**config.mk**
```make
export PLATFORM = sky130hd
export DESIGN_NAME = core_boot_sequencer
export DESIGN_NICKNAME = d
export VERILOG_FILES = /design/src/rtl/core_ctrl_pkg.sv /design/src/rtl/core_boot_sequencer_cycle_timer.sv /design/src/rtl/core_boot_sequencer.sv
export SDC_FILE = /design/constraint.sdc
export NUM_CORES = 1
export LEC_CHECK = 0
export ABC_AREA = 1
export CORE_MARGIN = 4
export CORE_UTILIZATION = 41
export DETAILED_ROUTE_END_ITERATION = 16
export PLACE_DENSITY_LB_ADDON = 0.15
export SLEW_MARGIN = 20
export SYNTH_ARGS = -nofsm -noshare
export SYNTH_HDL_FRONTEND = slang
export SYNTH_SLANG_ARGS = --single-unit
```
**constraint.sdc**
```tcl
create_clock -name clock -period 1.8 [get_ports clock]
set_input_delay 0.36 -clock clock [delete_from_list [all_inputs] [get_ports clock]]
set_output_delay 0.36 -clock clock [all_outputs]
set_load 0.01 [all_outputs]
```
**src/rtl/core_ctrl_pkg.sv**
```systemverilog
// Purpose : shared definitions for the core boot sequencer slice.
//           Holds the sequencer state encoding, default bus widths and the
//           byte-per-word constant used to turn word indices into byte
//           addresses.
// Ports   : none (package).
package core_ctrl_pkg;

    localparam int ADDR_W_DEFAULT = 8;
    localparam int DATA_W_DEFAULT = 32;
    localparam int BYTES_PER_WORD = 4;

    typedef enum logic [2:0] {
        S_IDLE    = 3'd0,
        S_CLEAR   = 3'd1,
        S_LOAD    = 3'd2,
        S_RUN     = 3'd3,
        S_READ    = 3'd4,
        S_CAPTURE = 3'd5,
        S_DONE    = 3'd6,
        S_ERR     = 3'd7
    } boot_state_e;

endpackage

```
**src/rtl/core_boot_sequencer_cycle_timer.sv**
```systemverilog
// Purpose : loadable down-counter with a zero flag. The sequencer loads it
//           with (duration - 1) on the edge that enters a timed phase and
//           leaves that phase on the cycle zero_o is high, so the phase
//           lasts exactly 'duration' cycles.
// Ports   : clk_i      - clock, rising edge
//           rst_i      - synchronous active-high reset (count -> 0)
//           load_i     - load load_val_i on the next edge
//           load_val_i - value to load
//           zero_o     - high while the count is zero
module cycle_timer #(
    parameter int CNT_W = 8
) (
    input  logic             clk_i,
    input  logic             rst_i,
    input  logic             load_i,
    input  logic [CNT_W-1:0] load_val_i,
    output logic             zero_o
);

    logic [CNT_W-1:0] cnt_q;
    logic [CNT_W-1:0] cnt_d;

    always_comb begin
        cnt_d = cnt_q;
        if (load_i) begin
            cnt_d = load_val_i;
        end else if (cnt_q != '0) begin
            cnt_d = cnt_q - CNT_W'(1);
        end
    end

    always_ff @(posedge clk_i) begin
        if (rst_i) begin
            cnt_q <= '0;
        end else begin
            cnt_q <= cnt_d;
        end
    end

    assign zero_o = (cnt_q == '0);

endmodule

```
**src/rtl/core_boot_sequencer.sv**
```systemverilog
// Purpose : host-side boot controller for the RISC-V core. On a start pulse
//           it clears the core memories, streams NUM_WORDS instructions from
//           a synchronous program ROM into instruction memory, releases the
//           core reset, lets the core run RUN_CYCLES cycles, reads one word
//           from data memory and compares it with EXPECTED.
// Ports   : clock/reset            - clock, synchronous active-high reset
//           start                  - one-cycle pulse, honoured in IDLE/DONE/ERR
//           rom_addr/rom_data      - ROM word index out, data back one cycle later
//           mem_clr_n/core_reset_n - core memory clear and core reset (active-low)
//           write_ins/addr_ins/dati_ins/ins_memfull - instruction memory write port
//           read_data/addr_data/dato_data           - data memory read port
//           busy/done/pass/error/result             - sequence status
// Handshake: none; start is a plain pulse and every phase is time-based.
module core_boot_sequencer
    import core_ctrl_pkg::*;
#(
    parameter int NUM_WORDS   = 58,
    parameter int ADDR_W      = ADDR_W_DEFAULT,
    parameter int DATA_W      = DATA_W_DEFAULT,
    parameter int CLR_CYCLES  = 2,
    parameter int RUN_CYCLES  = 250,
    parameter int READ_CYCLES = 3,
    parameter int RESULT_ADDR = 8,
    parameter int EXPECTED    = 21
) (
    input  logic              clock,
    input  logic              reset,
    input  logic              start,
    output logic [ADDR_W-1:0] rom_addr,
    input  logic [DATA_W-1:0] rom_data,
    output logic              mem_clr_n,
    output logic              core_reset_n,
    output logic              write_ins,
    output logic [ADDR_W-1:0] addr_ins,
    output logic [DATA_W-1:0] dati_ins,
    input  logic              ins_memfull,
    output logic              read_data,
    output logic [ADDR_W-1:0] addr_data,
    input  logic [DATA_W-1:0] dato_data,
    output logic              busy,
    output logic              done,
    output logic              pass,
    output logic              error,
    output logic [DATA_W-1:0] result
);

    if (NUM_WORDS < 1 || NUM_WORDS * BYTES_PER_WORD > (1 << ADDR_W)) begin : g_bad_num_words
        $fatal(1, "core_boot_sequencer: NUM_WORDS does not fit the instruction address space");
    end
    if (CLR_CYCLES < 1 || RUN_CYCLES < 1 || READ_CYCLES < 1) begin : g_bad_cycles
        $fatal(1, "core_boot_sequencer: phase durations must be at least one cycle");
    end

    localparam int TMR_W = $clog2(CLR_CYCLES + RUN_CYCLES + READ_CYCLES + 1);

    boot_state_e       state_q, state_d;
    logic              mem_clr_n_q, mem_clr_n_d;
    logic              core_reset_n_q, core_reset_n_d;
    logic              write_ins_q, write_ins_d;
    logic              read_data_q, read_data_d;
    logic [ADDR_W-1:0] rom_addr_q, rom_addr_d;
    logic [ADDR_W-1:0] addr_ins_q, addr_ins_d;
    logic [ADDR_W-1:0] addr_data_q, addr_data_d;
    logic [DATA_W-1:0] result_q, result_d;
    logic              busy_q, busy_d;
    logic              done_q, done_d;
    logic              pass_q, pass_d;
    logic              error_q, error_d;
    // High while rom_addr_q holds a word that still has to be written.
    logic              present_q, present_d;

    logic              tmr_load;
    logic [TMR_W-1:0]  tmr_val;
    logic              tmr_zero;

    cycle_timer #(.CNT_W(TMR_W)) u_timer (
        .clk_i      (clock),
        .rst_i      (reset),
        .load_i     (tmr_load),
        .load_val_i (tmr_val),
        .zero_o     (tmr_zero)
    );

    always_comb begin
        state_d        = state_q;
        mem_clr_n_d    = mem_clr_n_q;
        core_reset_n_d = core_reset_n_q;
        write_ins_d    = write_ins_q;
        read_data_d    = read_data_q;
        rom_addr_d     = rom_addr_q;
        addr_ins_d     = addr_ins_q;
        addr_data_d    = addr_data_q;
        result_d       = result_q;
        busy_d         = busy_q;
        done_d         = done_q;
        pass_d         = pass_q;
        error_d        = error_q;
        present_d      = present_q;
        tmr_load       = 1'b0;
        tmr_val        = '0;

        case (state_q)
            S_IDLE, S_DONE, S_ERR: begin
                if (start) begin
                    state_d        = S_CLEAR;
                    done_d         = 1'b0;
                    pass_d         = 1'b0;
                    error_d        = 1'b0;
                    busy_d         = 1'b1;
                    core_reset_n_d = 1'b0;
                    mem_clr_n_d    = 1'b0;
                    tmr_load       = 1'b1;
                    tmr_val        = TMR_W'(CLR_CYCLES - 1);
                end
            end
            S_CLEAR: begin
                if (tmr_zero) begin
                    state_d     = S_LOAD;
                    mem_clr_n_d = 1'b1;
                    rom_addr_d  = '0;
                    present_d   = 1'b1;
                end
            end
            S_LOAD: begin
                // Word presented this cycle is written next cycle, when the
                // ROM has its data on rom_data.
                write_ins_d = present_q;
                if (present_q) begin
                    addr_ins_d = rom_addr_q * ADDR_W'(BYTES_PER_WORD);
                    if (rom_addr_q == ADDR_W'(NUM_WORDS - 1)) begin
                        present_d = 1'b0;
                    end else begin
                        rom_addr_d = rom_addr_q + ADDR_W'(1);
                    end
                end
                if (write_ins_q && ins_memfull) begin
                    state_d     = S_ERR;
                    write_ins_d = 1'b0;
                    present_d   = 1'b0;
                    error_d     = 1'b1;
                    busy_d      = 1'b0;
                end else if (write_ins_q && !present_q) begin
                    // Last word is being written this cycle.
                    state_d        = S_RUN;
                    core_reset_n_d = 1'b1;
                    tmr_load       = 1'b1;
                    tmr_val        = TMR_W'(RUN_CYCLES - 1);
                end
            end
            S_RUN: begin
                if (tmr_zero) begin
                    state_d     = S_READ;
                    read_data_d = 1'b1;
                    addr_data_d = ADDR_W'(RESULT_ADDR);
                    tmr_load    = 1'b1;
                    tmr_val     = TMR_W'(READ_CYCLES - 1);
                end
            end
            S_READ: begin
                if (tmr_zero) begin
                    state_d     = S_CAPTURE;
                    read_data_d = 1'b0;
                end
            end
            S_CAPTURE: begin
                state_d  = S_DONE;
                result_d = dato_data;
                pass_d   = (dato_data == DATA_W'(EXPECTED));
                done_d   = 1'b1;
                busy_d   = 1'b0;
            end
            default: state_d = S_IDLE;
        endcase
    end

    always_ff @(posedge clock) begin
        if (reset) begin
            state_q        <= S_IDLE;
            mem_clr_n_q    <= 1'b0;
            core_reset_n_q <= 1'b0;
            write_ins_q    <= 1'b0;
            read_data_q    <= 1'b0;
            rom_addr_q     <= '0;
            addr_ins_q     <= '0;
            addr_data_q    <= '0;
            result_q       <= '0;
            busy_q         <= 1'b0;
            done_q         <= 1'b0;
            pass_q         <= 1'b0;
            error_q        <= 1'b0;
            present_q      <= 1'b0;
        end else begin
            state_q        <= state_d;
            mem_clr_n_q    <= mem_clr_n_d;
            core_reset_n_q <= core_reset_n_d;
            write_ins_q    <= write_ins_d;
            read_data_q    <= read_data_d;
            rom_addr_q     <= rom_addr_d;
            addr_ins_q     <= addr_ins_d;
            addr_data_q    <= addr_data_d;
            result_q       <= result_d;
            busy_q         <= busy_d;
            done_q         <= done_d;
            pass_q         <= pass_d;
            error_q        <= error_d;
            present_q      <= present_d;
        end
    end

    assign rom_addr     = rom_addr_q;
    assign mem_clr_n    = mem_clr_n_q;
    assign core_reset_n = core_reset_n_q;
    assign write_ins    = write_ins_q;
    assign addr_ins     = addr_ins_q;
    // ROM data arrives in the write cycle itself, so it is passed straight
    // through and held at zero whenever no write is in progress.
    assign dati_ins     = write_ins_q ? rom_data : '0;
    assign read_data    = read_data_q;
    assign addr_data    = addr_data_q;
    assign result       = result_q;
    assign busy         = busy_q;
    assign done         = done_q;
    assign pass         = pass_q;
    assign error        = error_q;

endmodule

```
* Yosys cells after proc, flatten, opt, wreduce, memory -nomap -nowiden
Index checks and enable logic that the tools add are counted.
** Storage, ports and cells
- Output and inout port bits :: 96
- Flip-flop bits (word level) :: 67
** Operators by class
- Reductions and logical operators :: 25
- Muxes and demuxes :: 44
- Add/sub/neg operators :: 2
- Equality and inequality tests :: 19
** Operator list (number)
- $mux 8 :: 7
- $eq 32x5->1 const B :: 1
- $mux 32 :: 1
- $pmux 8 s3 :: 1
- $mux 3 :: 6
- $ne 2x2->1 const B :: 9
- $pmux 3 s6 :: 1
- $mux 1 :: 17
- $pmux 8 s2 :: 1
- $pmux 1 s2 :: 7
- $eq 3x3->1 const B :: 4
- $reduce_and 3->1 :: 4
- $reduce_bool 2->1 :: 6
- $add 8x1->8 const B :: 1
- $eq 8x6->1 const B :: 1
- $logic_not 8->1 :: 1
- $reduce_and 2->1 :: 4
- $reduce_and 4->1 :: 2
- $reduce_bool 8->1 :: 1
- $sub 8x1->8 const B :: 1
- $eq 3x2->1 const B :: 2
- $pmux 1 s3 :: 2
- $reduce_and 5->1 :: 1
- $eq 3x1->1 const B :: 1
- other kinds (7) :: 8

* Logic depth before layout (Yosys ltp)
- Depth after elaboration :: 6
- Mapped depth :: 10
- Depth with buffers taken out :: 10

* Hierarchy
A second synthesis with hierarchy kept.
** Second synthesis, totals
- Cell total of the unflattened synthesis :: 533
- Area, all modules :: 3480.8 sq um
** Modules (own cells, without submodules)
- core_boot_sequencer :: seq. area each 1181.1 sq um, instances 1, area an instance 3007.9 sq um, cells an instance 463
- cycle_timer :: seq. area each 160.2 sq um, instances 1, area an instance 473.0 sq um, cells an instance 70

* Least setup slack after synthesis
OpenSTA, ideal clock, no wires.
- Path type :: reg-to-reg
- Start :: reg u_timer.cnt_q[0]
- End :: reg rom_addr_q[7] (netlist: rom_addr[7])
- Data arrival time :: 1250 ps
- Path slack :: 418 ps
- Stages on the path, launching flop included :: 10
- Buffers on the path :: 0
- Cells stage by stage :: dfxtp_1 > inv_1 > ha_1 > nand2_1 > nor2_2 > nor2_2 > nor2_4 > nand2_4 > nand2_1 > a21oi_1
** Between the ends
- Word-level cells in the longest chain between the ends :: 3
** Ends and longest elaborated chain
- from (decl) :: line core_boot_sequencer_cycle_timer.sv:20 : logic [CNT_W-1:0] cnt_q;
- from (signal assigned) :: line core_boot_sequencer_cycle_timer.sv:36 : cnt_q <= cnt_d;
- $logic_not 8->1 :: line core_boot_sequencer_cycle_timer.sv:40 : assign zero_o = (cnt_q == '0);
- $ne 2x2->1 (no source line)
- $reduce_and 4->1 (no source line)
- to (signal assigned) :: line core_boot_sequencer.sv:198 : rom_addr_q <= rom_addr_d;
- to (decl) :: line core_boot_sequencer.sv:61 : logic [ADDR_W-1:0] rom_addr_q, rom_addr_d;
Every way passes these cells.
A chain may end at the register's enable or synchronous reset.

* Final worst setup path
- Start :: reg rom_addr_q[4] (netlist: rom_addr[4])
- End :: out rom_addr[4]
** RTL lines
- to (decl) :: line core_boot_sequencer.sv:29 : output logic [ADDR_W-1:0] rom_addr,
No word-level cell between the ends.

==> summary.txt <==
Largest family of logic cells by synthesized area -> simple AND/OR/NAND/NOR gates
Adder-cell area share of the yosys netlist -> 0.01500
Crit-path leading delay family -> buffers and inverters
Worst Path Required -> 1.44 ns
Root buffer cell -> clkbuf_8
Nets@finish -> 730
FMAX -> 576.0 MHz
Commonest cells after routing, fill and taps aside -> 121 x clkdlybuf4s50_1, 113 x nor2_1, 87 x nand2_1
Fill cells -> 685
CTS tree -> yes
Initial Util -> 0.4272
WL/cell -> 12.69 µm
Crit path capture type -> output port
Compound-cell area share of the yosys netlist -> 0.1230
Layout area overhead -> 55.74%
Synth Area in Simple Gates -> 0.3282
TritonCTS Buffers -> 9
Grt ovf -> 0
Post-Synth XOR/XNOR Area -> 0.01838
# diodes -> 0
Critical path type -> reg2out
Via Count -> 3580
Die extent in y -> 98.20 µm
Post-synthesis mux area share -> 0
Detailed Place HPWL -> 7259 µm
Via-to-Cell Ratio -> 4.686
Sequential area share after synthesis -> 0.4021
Total GRT Usage -> 0.1973
Reg clk slew, reported paths -> 0.08 ns
HP Class -> reg2reg
Most common cell after layout, fill and taps aside -> clkdlybuf4s50_1
Routed WL -> 9696 µm
Max-slew violations -> 0
Final period util -> 0.9646
Std-Cell Rows -> 32
Hold violation total from the final report -> 0
Clock sink count -> 67
Iter 0 DRT Violations -> 157
Vias in the first global route -> 3353
Gpl congestion -> 0.8214
Final core occ -> 0.6654
Antenna-violating nets left -> 0
Max VDD drop -> 0.6013 mV
Global-route wire length before repair -> 15900 µm
Final Setup Violations -> 0
Outcome -> finished clean
Reg area -> 1349 µm²
Power density over the cells -> 1053 nW/µm²
Clk buf depth -> 2
Area occupied by multi-input gates -> 1650 µm²
DRT Pass-1 Iters -> 4
Yosys warnings -> 0
Antenna violations before repair -> 0
Worst setup SP type -> flip-flop
Netlist Area Pre-Place -> 3336 µm²
Worst Skew -> 0.007355 ns
Minimum clock period -> 1.736 ns
CP max FO -> 6
Seq cells post-synth -> 67
Crit-path cells -> clkdlybuf4s50_1
Mapped Cells -> 503
Slew Limit Headroom -> 0.6320
Number of max-cap violations -> 0
Static Leak -> 2.549 nW
Crit-path slowest cell -> clkdlybuf4s50_1
DR DRC count -> 0
Pin count of the biggest net entering global routing -> 40
Setup TNS -> 0 ns
RSZ-0062 raised after global routing -> no
Avg Inst Size Synth -> 6.632 µm²
Die X -> 98.20 µm
Core area -> 7807 µm²
Share of cells above drive strength 1 -> 0.08157
Buffers added on ports -> 154
Ports -> 164
Measured slew at the worst slew-check pin -> 0.5512 ns
Arr. time, crit path -> 1.38 ns
Distinct cell type count of the synthesized netlist -> 28
Post-CTS Repair Setup Buffers -> 0
Clock latency on the worst-skew pair -> 0.34 ns
Critical path buffers and inverters -> 1
# H-tree levels -> 3
CP max stage delay -> 0.58 ns
Die area -> 9643 µm²
cell usage after synthesis:
cell type,n,area share
o21bai_1,1,0.0023
clkbuf_1,14,0.016
buf_2,5,0.0075
nand3_1,30,0.045
inv_1,57,0.064
nor2_4,4,0.014
nand2_2,6,0.011
nor3_1,4,0.0060
o21ai_0,42,0.063
nand2_4,2,0.0068
nand4_1,2,0.0038
a31oi_1,2,0.0038
conb_1,1,0.0011
o22ai_1,1,0.0019
nand4_2,1,0.0038
a21oi_1,31,0.047
nor2_2,6,0.011
inv_2,4,0.0045
dfxtp_1,67,0.40
nor2_1,113,0.13
buf_4,9,0.020
xnor2_1,2,0.0053
o21ai_2,1,0.0026
or2_2,1,0.0019
nand2_1,87,0.098
ha_1,4,0.015
o211a_1,1,0.0030
xor2_1,5,0.013
per-stage QoR:
step	power [mW]	cell area [µm²]	hold WS, ns	cells	setup slack (ns)
2_1_floorplan	3.201	3366	0.4568	511	0.4182
3_3_place_gp	3.994	4990	0.4519	749	-0.03707
3_5_place_dp	4.057	4990	0.4570	749	-0.02532
4_1_cts	5.492	5194	0.4680	764	0.008280
5_1_grt	5.813	5195	0.5013	764	0.01404
6_report	5.472	5195	0.4645	764	0.06374
per-layer routing:
layer	vias to the layer above	global-route usage	wire length, µm
met5	-	0	0
met1	1559	0.2447	4138
met4	0	0.06092	141
met3	10	0.07000	1038
li1	1861	-	-
met2	150	0.3220	4378
kinds of logic (layout without fill, tap and decap cells):
family	after synthesis	in the layout
and+or+nand+nor	256	256
buffers and inverters	89	240
AOI/OAI and AO/OA	79	79
DFF	67	67
xor gates and xnor gates	7	7
adders and majority gates	4	4
other	1	9
path summary, 6_finish.rpt:
path / from / to / slack, ns / cells after the start
setup / recovery: rom_addr[4] / rom_addr[4] / 0.06 / 1
hold / removal: done / done / 0.46 / 2
setup reg to reg: u_timer.cnt_q[0] / rom_addr[5] / 0.18 / 9
hold reg to reg: done / done / 0.46 / 2
power by group:
| part | total (mW) | switching [mW] | leakage (nW) | internal [mW] |
|---|---|---|---|---|
| Combinational | 2.16 | 1.28 | 1.89 | 0.888 |
| Sequential | 1.78 | 0.139 | 0.545 | 1.64 |
| Clock | 1.52 | 0.607 | 0.115 | 0.917 |
| Total | 5.47 | 2.02 | 2.55 | 3.45 |
registers in the layout (all words and copies together) (netlist names):
name,cells
state_q,3
present_q,1
done,1
addr_data,1
read_data,1
busy,1
error,1
pass,1
rom_addr,8
mem_clr_n,1
result,32
core_reset_n,1
addr_ins,6
u_timer.cnt_q,8
write_ins,1
cell type report:
class | instances | share of cell area
Clock buffer | 9 | 0.02384
Clock inverter | 6 | 0.02216
Inverter | 61 | 0.04408
Multi-Input combinational cell | 355 | 0.3177
Sequential cell | 67 | 0.2596
Tap cell | 102 | 0.02457
Timing Repair Buffer | 164 | 0.3080
what timing repair did:
action | CTS | global route
gates resized for setup | 37 | 1
hold buffers | 0 | 0
endpoints found under the setup margin | 35 | 1
pin swaps | 0 | 0
No activity file was read; power rests on OpenSTA's default activity.
